File: config.mk
export PLATFORM = sky130hd
export DESIGN_NAME = result_scoreboard_flat
export DESIGN_NICKNAME = d
export VERILOG_FILES = /design/src/rtl/result_scoreboard_pkg.sv /design/src/rtl/result_scoreboard_if.sv /design/src/rtl/result_scoreboard_sb_fifo.sv /design/src/rtl/result_scoreboard.sv /design/src/flat_wrapper.sv
export SDC_FILE = /design/constraint.sdc
export NUM_CORES = 1
export LEC_CHECK = 0
export CAP_MARGIN = 20
export CORE_ASPECT_RATIO = 1.75
export CORE_MARGIN = 2
export CORE_UTILIZATION = 45
export CTS_CLUSTER_SIZE = 24
export DETAILED_ROUTE_END_ITERATION = 8
export PLACE_DENSITY_LB_ADDON = 0.05
export SYNTH_ARGS = -nofsm -noshare
export SYNTH_HDL_FRONTEND = slang
export SYNTH_SLANG_ARGS = --single-unit
File: constraint.sdc
create_clock -name clk -period 7.6 [get_ports clk]
set_input_delay 2.28 -clock clk [delete_from_list [all_inputs] [get_ports clk]]
set_output_delay 2.28 -clock clk [all_outputs]
set_load 0.05 [all_outputs]
File: src/rtl/result_scoreboard_pkg.sv
`default_nettype none
// +--------------------------------------------------------------------------+
// | Module : result_scoreboard_pkg                                           |
// | Purpose: Shared types for the result scoreboard. The scoreboard FSM      |
// |          states and the final statistics record. The record's field      |
// |          order matches utils::test_stats, so a bench can pass it         |
// |          straight to its reporting code.                                 |
// | Ports  : none (package)                                                  |
// | Rev    : 1.0  initial release                                            |
// +--------------------------------------------------------------------------+
package result_scoreboard_pkg;

  // Width of each statistics field in utils::test_stats.
  localparam int SB_STATS_W = 32;

  typedef enum logic [1:0] {
    SB_RUN    = 2'd0,
    SB_DRAIN  = 2'd1,
    SB_REPORT = 2'd2
  } sb_state_e;

  typedef struct packed {
    logic [SB_STATS_W-1:0] pass_cnt;
    logic [SB_STATS_W-1:0] fail_cnt;
  } sb_result_t;

endpackage : result_scoreboard_pkg
`default_nettype wire

File: src/rtl/result_scoreboard_if.sv
`default_nettype none
// +--------------------------------------------------------------------------+
// | Module : result_scoreboard_if                                            |
// | Purpose: Bundles the scoreboard's expected/actual streams, the finish    |
// |          request and the status outputs.                                 |
// | Ports  : none. Modports:                                                 |
// |   master - bench/DUT side. Drives exp_*, act_* and finish, and observes  |
// |            the status outputs.                                           |
// |   slave  - scoreboard side.                                              |
// | Rev    : 1.0  initial release                                            |
// +--------------------------------------------------------------------------+
interface result_scoreboard_if #(
  parameter int DATA_W = 32,
  parameter int DEPTH  = 16,
  parameter int CNT_W  = 32
);
  localparam int PEND_W = $clog2(DEPTH) + 1;

  logic              exp_valid;
  logic              exp_ready;
  logic [DATA_W-1:0] exp_data;
  logic              act_valid;
  logic              act_ready;
  logic [DATA_W-1:0] act_data;
  logic              finish;
  logic [CNT_W-1:0]  pass_cnt;
  logic [CNT_W-1:0]  fail_cnt;
  logic              mismatch;
  logic [DATA_W-1:0] mismatch_exp;
  logic [DATA_W-1:0] mismatch_act;
  logic              unexp_err;
  logic [PEND_W-1:0] pending;
  logic              done;

  modport master (
    output exp_valid, exp_data, act_valid, act_data, finish,
    input  exp_ready, act_ready, pass_cnt, fail_cnt, mismatch,
           mismatch_exp, mismatch_act, unexp_err, pending, done
  );

  modport slave (
    input  exp_valid, exp_data, act_valid, act_data, finish,
    output exp_ready, act_ready, pass_cnt, fail_cnt, mismatch,
           mismatch_exp, mismatch_act, unexp_err, pending, done
  );
endinterface : result_scoreboard_if
`default_nettype wire

File: src/rtl/result_scoreboard_sb_fifo.sv
`default_nettype none
// +--------------------------------------------------------------------------+
// | Module : sb_fifo                                                         |
// | Purpose: Synchronous FIFO (DEPTH x DATA_W) that holds expected words.    |
// |          A push and a pop may occur in the same cycle. A push is only    |
// |          accepted when the FIFO is not full. clr_i empties the FIFO and  |
// |          takes priority over push and pop.                               |
// | Ports  : clk, rst   clock, sync active-high reset                        |
// |          clr_i      flush all entries                                    |
// |          push_i     write data_i                                         |
// |          data_i     write data                                           |
// |          pop_i      drop head entry                                      |
// |          head_o     head entry (valid when !empty_o)                     |
// |          full_o     FIFO is full                                         |
// |          empty_o    FIFO is empty                                        |
// |          count_o    number of queued entries                             |
// | Rev    : 1.0  initial release                                            |
// +--------------------------------------------------------------------------+
module sb_fifo #(
  parameter int DATA_W = 32,
  parameter int DEPTH  = 16
) (
  input  wire logic                       clk,
  input  wire logic                       rst,
  input  wire logic                       clr_i,
  input  wire logic                       push_i,
  input  wire logic [DATA_W-1:0]          data_i,
  input  wire logic                       pop_i,
  output logic      [DATA_W-1:0]          head_o,
  output logic                            full_o,
  output logic                            empty_o,
  output logic      [$clog2(DEPTH):0]     count_o
);
  localparam int AW = $clog2(DEPTH);

  logic [DATA_W-1:0] mem_q [DEPTH];
  logic [AW-1:0]     wr_ptr_q, rd_ptr_q;
  logic [AW:0]       count_q;
  logic              do_push, do_pop;

  assign full_o  = (count_q == (AW+1)'(DEPTH));
  assign empty_o = (count_q == '0);
  assign count_o = count_q;
  assign head_o  = mem_q[rd_ptr_q];

  assign do_push = push_i & ~full_o;
  assign do_pop  = pop_i & ~empty_o;

  // The storage needs no reset. An entry is only read after it has been written.
  always_ff @(posedge clk) begin
    if (do_push) begin
      mem_q[wr_ptr_q] <= data_i;
    end
  end

  // DEPTH is a power of two, so the pointers wrap naturally.
  always_ff @(posedge clk) begin
    if (rst || clr_i) begin
      wr_ptr_q <= '0;
      rd_ptr_q <= '0;
      count_q  <= '0;
    end else begin
      if (do_push) wr_ptr_q <= wr_ptr_q + AW'(1);
      if (do_pop)  rd_ptr_q <= rd_ptr_q + AW'(1);
      case ({do_push, do_pop})
        2'b10:   count_q <= count_q + (AW+1)'(1);
        2'b01:   count_q <= count_q - (AW+1)'(1);
        default: count_q <= count_q;
      endcase
    end
  end
endmodule : sb_fifo
`default_nettype wire

File: src/rtl/result_scoreboard.sv
`default_nettype none
// +--------------------------------------------------------------------------+
// | Module : result_scoreboard                                               |
// | Purpose: Compares, in order, the expected words against the DUT results. |
// |          It accumulates saturating pass/fail counts and reports them     |
// |          once the test has drained.                                      |
// | Ports  : clk, rst   clock, sync active-high reset                        |
// |          sb_io      result_scoreboard_if.slave                           |
// |            exp_*        expected stream (valid/ready/data)               |
// |            act_*        DUT result stream (valid/ready/data)             |
// |            finish       request to close the test                        |
// |            pass_cnt     number of matching comparisons                   |
// |            fail_cnt     mismatches + unexpected + missing results        |
// |            mismatch     one-cycle pulse per failed comparison            |
// |            mismatch_*   words from the last mismatch (held)              |
// |            unexp_err    sticky: result arrived with no expected word     |
// |            pending      number of queued expected words                  |
// |            done         counters are final (REPORT state)                |
// | Rev    : 1.0  initial release                                            |
// +--------------------------------------------------------------------------+
module result_scoreboard
  import result_scoreboard_pkg::*;
#(
  parameter int DATA_W  = 32,
  parameter int DEPTH   = 16,
  parameter int CNT_W   = 32,
  parameter int TIMEOUT = 64
) (
  input  wire logic          clk,
  input  wire logic          rst,
  result_scoreboard_if.slave sb_io
);
  localparam int PEND_W = $clog2(DEPTH) + 1;
  localparam int TMR_W  = (TIMEOUT > 1) ? $clog2(TIMEOUT) : 1;
  localparam logic [TMR_W-1:0] TIMER_LAST = TMR_W'(TIMEOUT - 1);

  sb_state_e         state_q, state_d;
  logic [TMR_W-1:0]  timer_q, timer_d;
  logic [CNT_W-1:0]  pass_q, pass_d, fail_q, fail_d;
  logic              mismatch_q, mismatch_d;
  logic [DATA_W-1:0] mis_exp_q, mis_exp_d, mis_act_q, mis_act_d;
  logic              unexp_q, unexp_d;

  logic              exp_hs, act_hs;
  logic              fifo_full, fifo_empty, fifo_clr;
  logic [PEND_W-1:0] fifo_count;
  logic [DATA_W-1:0] fifo_head;
  logic              cmp_pass, cmp_fail;
  logic [CNT_W-1:0]  missing;
  logic [CNT_W:0]    pass_sum, fail_sum;

  // Ready signals depend only on state and FIFO level, never on the valids.
  assign sb_io.exp_ready = ~fifo_full & (state_q != SB_REPORT);
  assign sb_io.act_ready = (state_q != SB_REPORT);

  assign exp_hs = sb_io.exp_valid & sb_io.exp_ready;
  assign act_hs = sb_io.act_valid & sb_io.act_ready;

  // An expected word pushed in the same cycle goes to the tail and is never
  // bypassed to an actual word that arrives while the FIFO is empty.
  sb_fifo #(
    .DATA_W (DATA_W),
    .DEPTH  (DEPTH)
  ) u_fifo (
    .clk     (clk),
    .rst     (rst),
    .clr_i   (fifo_clr),
    .push_i  (exp_hs),
    .data_i  (sb_io.exp_data),
    .pop_i   (act_hs & ~fifo_empty),
    .head_o  (fifo_head),
    .full_o  (fifo_full),
    .empty_o (fifo_empty),
    .count_o (fifo_count)
  );

  always_comb begin
    state_d    = state_q;
    timer_d    = timer_q;
    mismatch_d = 1'b0;
    mis_exp_d  = mis_exp_q;
    mis_act_d  = mis_act_q;
    unexp_d    = unexp_q;
    cmp_pass   = 1'b0;
    cmp_fail   = 1'b0;
    fifo_clr   = 1'b0;
    missing    = '0;

    // The comparison result is registered: the counters and the pulse show it
    // in the cycle after the handshake.
    if (act_hs) begin
      if (fifo_empty) begin
        cmp_fail = 1'b1;
        unexp_d  = 1'b1;
      end else if (fifo_head == sb_io.act_data) begin
        cmp_pass = 1'b1;
      end else begin
        cmp_fail   = 1'b1;
        mismatch_d = 1'b1;
        mis_exp_d  = fifo_head;
        mis_act_d  = sb_io.act_data;
      end
    end

    case (state_q)
      SB_RUN: begin
        timer_d = '0;
        if (sb_io.finish) state_d = SB_DRAIN;
      end
      SB_DRAIN: begin
        if (act_hs) begin
          timer_d = '0;
        end else if (timer_q == TIMER_LAST) begin
          // This is the TIMEOUT-th idle cycle. Every word still queued is a
          // missing result.
          state_d  = SB_REPORT;
          timer_d  = '0;
          fifo_clr = 1'b1;
          missing  = CNT_W'(fifo_count);
        end else begin
          timer_d = timer_q + TMR_W'(1);
        end
      end
      SB_REPORT: begin
        state_d = SB_REPORT;
      end
      default: begin
        state_d = SB_RUN;
      end
    endcase

    // Add all increments first, then saturate once.
    pass_sum = {1'b0, pass_q} + (CNT_W+1)'(cmp_pass);
    fail_sum = {1'b0, fail_q} + (CNT_W+1)'(missing) + (CNT_W+1)'(cmp_fail);
    pass_d   = pass_sum[CNT_W] ? '1 : pass_sum[CNT_W-1:0];
    fail_d   = fail_sum[CNT_W] ? '1 : fail_sum[CNT_W-1:0];
  end

  always_ff @(posedge clk) begin
    if (rst) begin
      state_q    <= SB_RUN;
      timer_q    <= '0;
      pass_q     <= '0;
      fail_q     <= '0;
      mismatch_q <= 1'b0;
      mis_exp_q  <= '0;
      mis_act_q  <= '0;
      unexp_q    <= 1'b0;
    end else begin
      state_q    <= state_d;
      timer_q    <= timer_d;
      pass_q     <= pass_d;
      fail_q     <= fail_d;
      mismatch_q <= mismatch_d;
      mis_exp_q  <= mis_exp_d;
      mis_act_q  <= mis_act_d;
      unexp_q    <= unexp_d;
    end
  end

  assign sb_io.pass_cnt     = pass_q;
  assign sb_io.fail_cnt     = fail_q;
  assign sb_io.mismatch     = mismatch_q;
  assign sb_io.mismatch_exp = mis_exp_q;
  assign sb_io.mismatch_act = mis_act_q;
  assign sb_io.unexp_err    = unexp_q;
  assign sb_io.pending      = fifo_count;
  assign sb_io.done         = (state_q == SB_REPORT);

endmodule : result_scoreboard
`default_nettype wire

File: src/flat_wrapper.sv
// flat-port wrapper written by rule: the top's interface ports become plain ports
module result_scoreboard_flat import result_scoreboard_pkg::*;
#(
  parameter int DATA_W  = 32,
  parameter int DEPTH   = 16,
  parameter int CNT_W   = 32,
  parameter int TIMEOUT = 64
)
  (clk, rst, sb_io_exp_valid, sb_io_exp_data, sb_io_act_valid, sb_io_act_data, sb_io_finish, sb_io_exp_ready, sb_io_act_ready, sb_io_pass_cnt, sb_io_fail_cnt, sb_io_mismatch, sb_io_mismatch_exp, sb_io_mismatch_act, sb_io_unexp_err, sb_io_pending, sb_io_done);
  result_scoreboard_if #(.DATA_W(DATA_W), .DEPTH(DEPTH), .CNT_W(CNT_W)) sb_io_i ();
  input  wire logic clk;
  input  wire logic rst;
  input wire logic [$bits(sb_io_i.exp_valid)-1:0] sb_io_exp_valid;
  input wire logic [$bits(sb_io_i.exp_data)-1:0] sb_io_exp_data;
  input wire logic [$bits(sb_io_i.act_valid)-1:0] sb_io_act_valid;
  input wire logic [$bits(sb_io_i.act_data)-1:0] sb_io_act_data;
  input wire logic [$bits(sb_io_i.finish)-1:0] sb_io_finish;
  output wire logic [$bits(sb_io_i.exp_ready)-1:0] sb_io_exp_ready;
  output wire logic [$bits(sb_io_i.act_ready)-1:0] sb_io_act_ready;
  output wire logic [$bits(sb_io_i.pass_cnt)-1:0] sb_io_pass_cnt;
  output wire logic [$bits(sb_io_i.fail_cnt)-1:0] sb_io_fail_cnt;
  output wire logic [$bits(sb_io_i.mismatch)-1:0] sb_io_mismatch;
  output wire logic [$bits(sb_io_i.mismatch_exp)-1:0] sb_io_mismatch_exp;
  output wire logic [$bits(sb_io_i.mismatch_act)-1:0] sb_io_mismatch_act;
  output wire logic [$bits(sb_io_i.unexp_err)-1:0] sb_io_unexp_err;
  output wire logic [$bits(sb_io_i.pending)-1:0] sb_io_pending;
  output wire logic [$bits(sb_io_i.done)-1:0] sb_io_done;
  assign sb_io_i.exp_valid = sb_io_exp_valid;
  assign sb_io_i.exp_data = sb_io_exp_data;
  assign sb_io_i.act_valid = sb_io_act_valid;
  assign sb_io_i.act_data = sb_io_act_data;
  assign sb_io_i.finish = sb_io_finish;
  assign sb_io_exp_ready = sb_io_i.exp_ready;
  assign sb_io_act_ready = sb_io_i.act_ready;
  assign sb_io_pass_cnt = sb_io_i.pass_cnt;
  assign sb_io_fail_cnt = sb_io_i.fail_cnt;
  assign sb_io_mismatch = sb_io_i.mismatch;
  assign sb_io_mismatch_exp = sb_io_i.mismatch_exp;
  assign sb_io_mismatch_act = sb_io_i.mismatch_act;
  assign sb_io_unexp_err = sb_io_i.unexp_err;
  assign sb_io_pending = sb_io_i.pending;
  assign sb_io_done = sb_io_i.done;
  result_scoreboard #(.DATA_W(DATA_W), .DEPTH(DEPTH), .CNT_W(CNT_W), .TIMEOUT(TIMEOUT)) u_core (.clk(clk), .rst(rst), .sb_io(sb_io_i));
endmodule
==> results.yml <==
worst_setup_path:
  path_max_fanout: 19
  start_kind: "input port"
  reg2reg_depth: 18
  critPathKind: "in2reg"
  worst_setup_path_end_kind: "flop"
  cp_cell_sequence: "clkdlybuf4s50_1 -> or4b_1 -> nand3_1 -> o2111ai_1 -> or4b_1 -> nor3_1 -> a21oi_1 -> fa_1 -> fa_1 -> a21oi_1 -> o21bai_1 -> a21oi_1 -> nor4_1 -> nand3_1 -> buf_4 -> a21oi_1"
  r2r_slack_ns: 1.37
  crit_arrival_ns: 6.95
  cp_slowest_stage_delay_ns: 0.58
  crit_family: "simple AND/OR/NAND/NOR gates"
  crit_slowest_cell: "clkdlybuf4s50_1"
  r2r-end: "u_core.sb_io.fail_cnt[20]"
  cp.depth: 16
  required_ns: 8.06
  critPathBufInv: 2
  crit_path_frequent_cell: "a21oi_1"
min_path:
  hold_path.startpoint: "u_core.sb_io.mismatch_act[30]"
  worstHoldPathCells: 2
  hp-class: "reg2reg"
  hold_end: "u_core.sb_io.mismatch_act[30]"
detailed_routing:
  drc: 0
  final_antenna_net_count: 0
  vias_per_cell: 5.538
  routed_wirelength_mm: 69.50
  drt_iter0_markers: 980
  routedWlPerCell_um: 24.67
  firstDrtPassIters: 5
  dr_total_vias: 15600
power:
  max-vdd-ir-drop_uv: 263.1
  p_leak_nw: 10.44
  power_density_mw_per_mm2: 303.0
die:
  core_area_mm2: 0.06015
  die_width_um: 190.4
  rows: 119
  pin_count: 207
  die_area_mm2: 0.06286
  dieHeight_um: 330.2
  initial_utilization_pct: 45.48
clocking:
  cts_setup_buffers: 0
  cts_tree: "yes"
  numCtsBuffers: 60
  cts_sinks: 667
  h-tree-depth: 2
  post_cts_resized: 0
  insertion_delay_ns: 0.62
  clk_pin_slew_worst_paths_ns: 0.06
  postCtsHoldBufs: 0
  max-clock-path-buffers: 3
  cts-root-buf: "clkbuf_16"
logic_synthesis:
  avgSynthCellArea_um2: 15.60
  synth-seq-cells: 667
  ys.flop_type: "edfxtp_1"
  yosys_warnings: 0
  synth_edf_count: 512
  synthDistinctLibCells: 62
  ys_seq_area_share_pct: 67.54
  synthesis.nets: 1845
  async_flop_share_pct: 0
  syn_inst: 1754
  synth_area_mm2: 0.02736
placement:
  numPortBuffers: 206
  dp_hpwl_mm: 44.40
  place.gp.congestion: 0.7978
  pre_cts_slack_ns: 0.4805
layout:
  drive_above_1_share_pct: 14.48
  seqCellArea_mm2: 0.01849
  finish.utilization_pct: 53.66
  areaGrowthSynthToFinish_pct: 17.98
  multiInputGateArea_mm2: 0.008358
  n_fill_cell: 4967
  nets: 2073
timing:
  setup_viol: 0
  setup_ws_ns: 1.110
  timing.setup.tns_ns: 0
  timing.hold.ws_ns: 0.4530
  fin_skew_ns: 0.02045
  fin_crit_ns: 6.490
  worstMarginPinSlew_ns: 1.072
  relSlewSlack_pct: 28.36
  maxSlewViolCount: 0
  finalHoldViolCount: 0
  rsz0062_at_grt: "no"
  fmax_mhz: 154.1
  finalCritPeriodShare_pct: 85.39
global_routing:
  grt_pass1_wl_mm: 101.8
  grt_max_degree: 76
  grt.overflow.total: 0
  grt_pass1_vias: 15790
  track_usage_pct: 22.09
  antenna_found_initial: 5
flow_run:
  cap_violations: 0
run_status:
  status: "complete, no violations"
==> cells in the final DEF, fill, tap and decap left out, types with 9 or more instances in the layout <==
master,Yosys,final
nor2_4,0,12
a22oi_1,12,12
ha_1,19,19
mux4_1,12,12
a221oi_1,9,9
nand2b_1,17,17
dfxtp_1,155,151
nand3_1,37,37
xor2_1,46,46
clkinv_1,1,15
mux2_2,41,41
clkbuf_16,0,61
mux2i_1,151,151
o21ai_0,21,21
o22ai_1,14,14
a21oi_1,75,75
and2_1,10,10
clkinv_2,0,10
inv_1,21,21
buf_4,18,46
nand4_1,16,16
nor3_1,21,17
nand2_1,154,154
mux4_2,83,83
clkbuf_1,36,9
and3_1,14,14
xnor2_1,41,41
nor2b_1,25,25
nor2_1,82,70
clkdlybuf4s50_1,0,205
edfxtp_1,512,512
==> metrics by stage <==
step | total power [mW] | std cells | cell area [um2]
after floorplan | 6.078 | 1754 | 27360
after global placement | 6.885 | 2706 | 30380
after detailed placement | 6.916 | 2706 | 30380
after CTS | 9.883 | 2816 | 32280
after global routing | 10.16 | 2816 | 32280
final | 9.780 | 2817 | 32280
==> how the worst max path moves through the flow <==
stage                                  from                   endpoint  slack [ns]
after floorplan           sb_io_act_data[2]  u_core.sb_io.fail_cnt[10]        1.77
after global placement    sb_io_act_data[2]  u_core.sb_io.fail_cnt[19]        0.56
after detailed placement  sb_io_act_data[2]  u_core.sb_io.pass_cnt[17]        0.48
after CTS                 sb_io_act_data[2]  u_core.sb_io.pass_cnt[17]        1.13
after global routing      sb_io_act_data[2]  u_core.sb_io.fail_cnt[25]        0.68
final                     sb_io_act_data[2]  u_core.sb_io.fail_cnt[20]        1.11
==> layer usage <==
metal	vias to the layer above	track usage [%]	share of wire (%)
met2	447	38.55	50
li1	7118	-	-
met1	7930	28.56	42
met3	97	3.400	5.2
met4	8	6.286	2.5
met5	-	0	0.089
==> kinds of logic after synthesis <==
family,synth area share [%]
fa+ha+maj,1.088
mux,15.41
buf+inv,2.337
compound gates,3.796
xor+xnor,2.785
flops,67.54
simple gates,7.043
==> worst reg2reg max path, delay by kind of cell, from the launching register on <==
family	cells	cell delay, ns
AO/OA/AOI/OAI	6	1.18
XOR/XNOR	1	0.11
adder cells (fa/ha/maj)	2	0.84
buffers and inverters	2	0.86
flip-flops	1	0.77
multiplexers	2	0.92
AND/OR/NAND/NOR	5	1.42
==> state kept, by name, indices dropped and copies added (netlist names), named ones only <==
name,cells
u_core.sb_io.fail_cnt,32
u_core.sb_io.mismatch,1
u_core.sb_io.mismatch_act,32
u_core.sb_io.mismatch_exp,32
u_core.sb_io.pass_cnt,32
u_core.sb_io.unexp_err,1
u_core.state_q,2
u_core.timer_q,6
u_core.u_fifo.count_o,5
u_core.u_fifo.mem_q,512
u_core.u_fifo.rd_ptr_q,4
u_core.u_fifo.wr_ptr_q,4
==> Yosys cell counts (4+ instances only) <==
master    instances  share of area (%)
a21o_1            4               0.11
clkbuf_1         36               0.49
ha_1             19               0.87
a22oi_1          12               0.33
inv_1            21               0.29
and4_1            5               0.16
xor2_1           46                1.5
nor4b_1           4               0.13
buf_2            17               0.31
nand2_1         154                2.1
buf_4            18               0.49
mux4_2           83                6.8
mux4_1           12                1.2
o21ai_0          21               0.38
nand4_1          16               0.37
xnor2_1          41                1.3
edfxtp_1        512                 56
a22o_1            5               0.16
dfxtp_1         155                 11
a221oi_1          9               0.29
mux2i_1         151                5.5
or3_1             6               0.14
nand3_1          37               0.68
nand2b_1         17               0.39
buf_1             4              0.055
and2_1           10               0.23
o22ai_1          14               0.32
nor4_1            7               0.16
buf_6             9               0.37
a21oi_1          75                1.4
nor2b_1          25               0.57
nor3_1           21               0.38
o211ai_1          4               0.11
mux2_2           41                1.7
nor2_1           82                1.1
and3_1           14               0.32
==> power by group <==
part	leakage, nW	total, mW	switching, mW	internal [mW]
clock network	0.915	2.97	1.33	1.64
logic	3.64	2.45	1.50	0.943
registers	5.88	4.37	0.188	4.18
==> area by class of cell <==
class	instances	share of cell area (%)
Antenna cell	1	0.007753
Clock buffer	70	4.834
Clock inverter	40	1.035
Inverter	22	0.2636
Multi-Input combinational cell	976	25.89
Sequential cell	667	57.29
Tap cell	786	3.047
Timing Repair Buffer	255	7.628
Power figures use the tool's default switching activity.
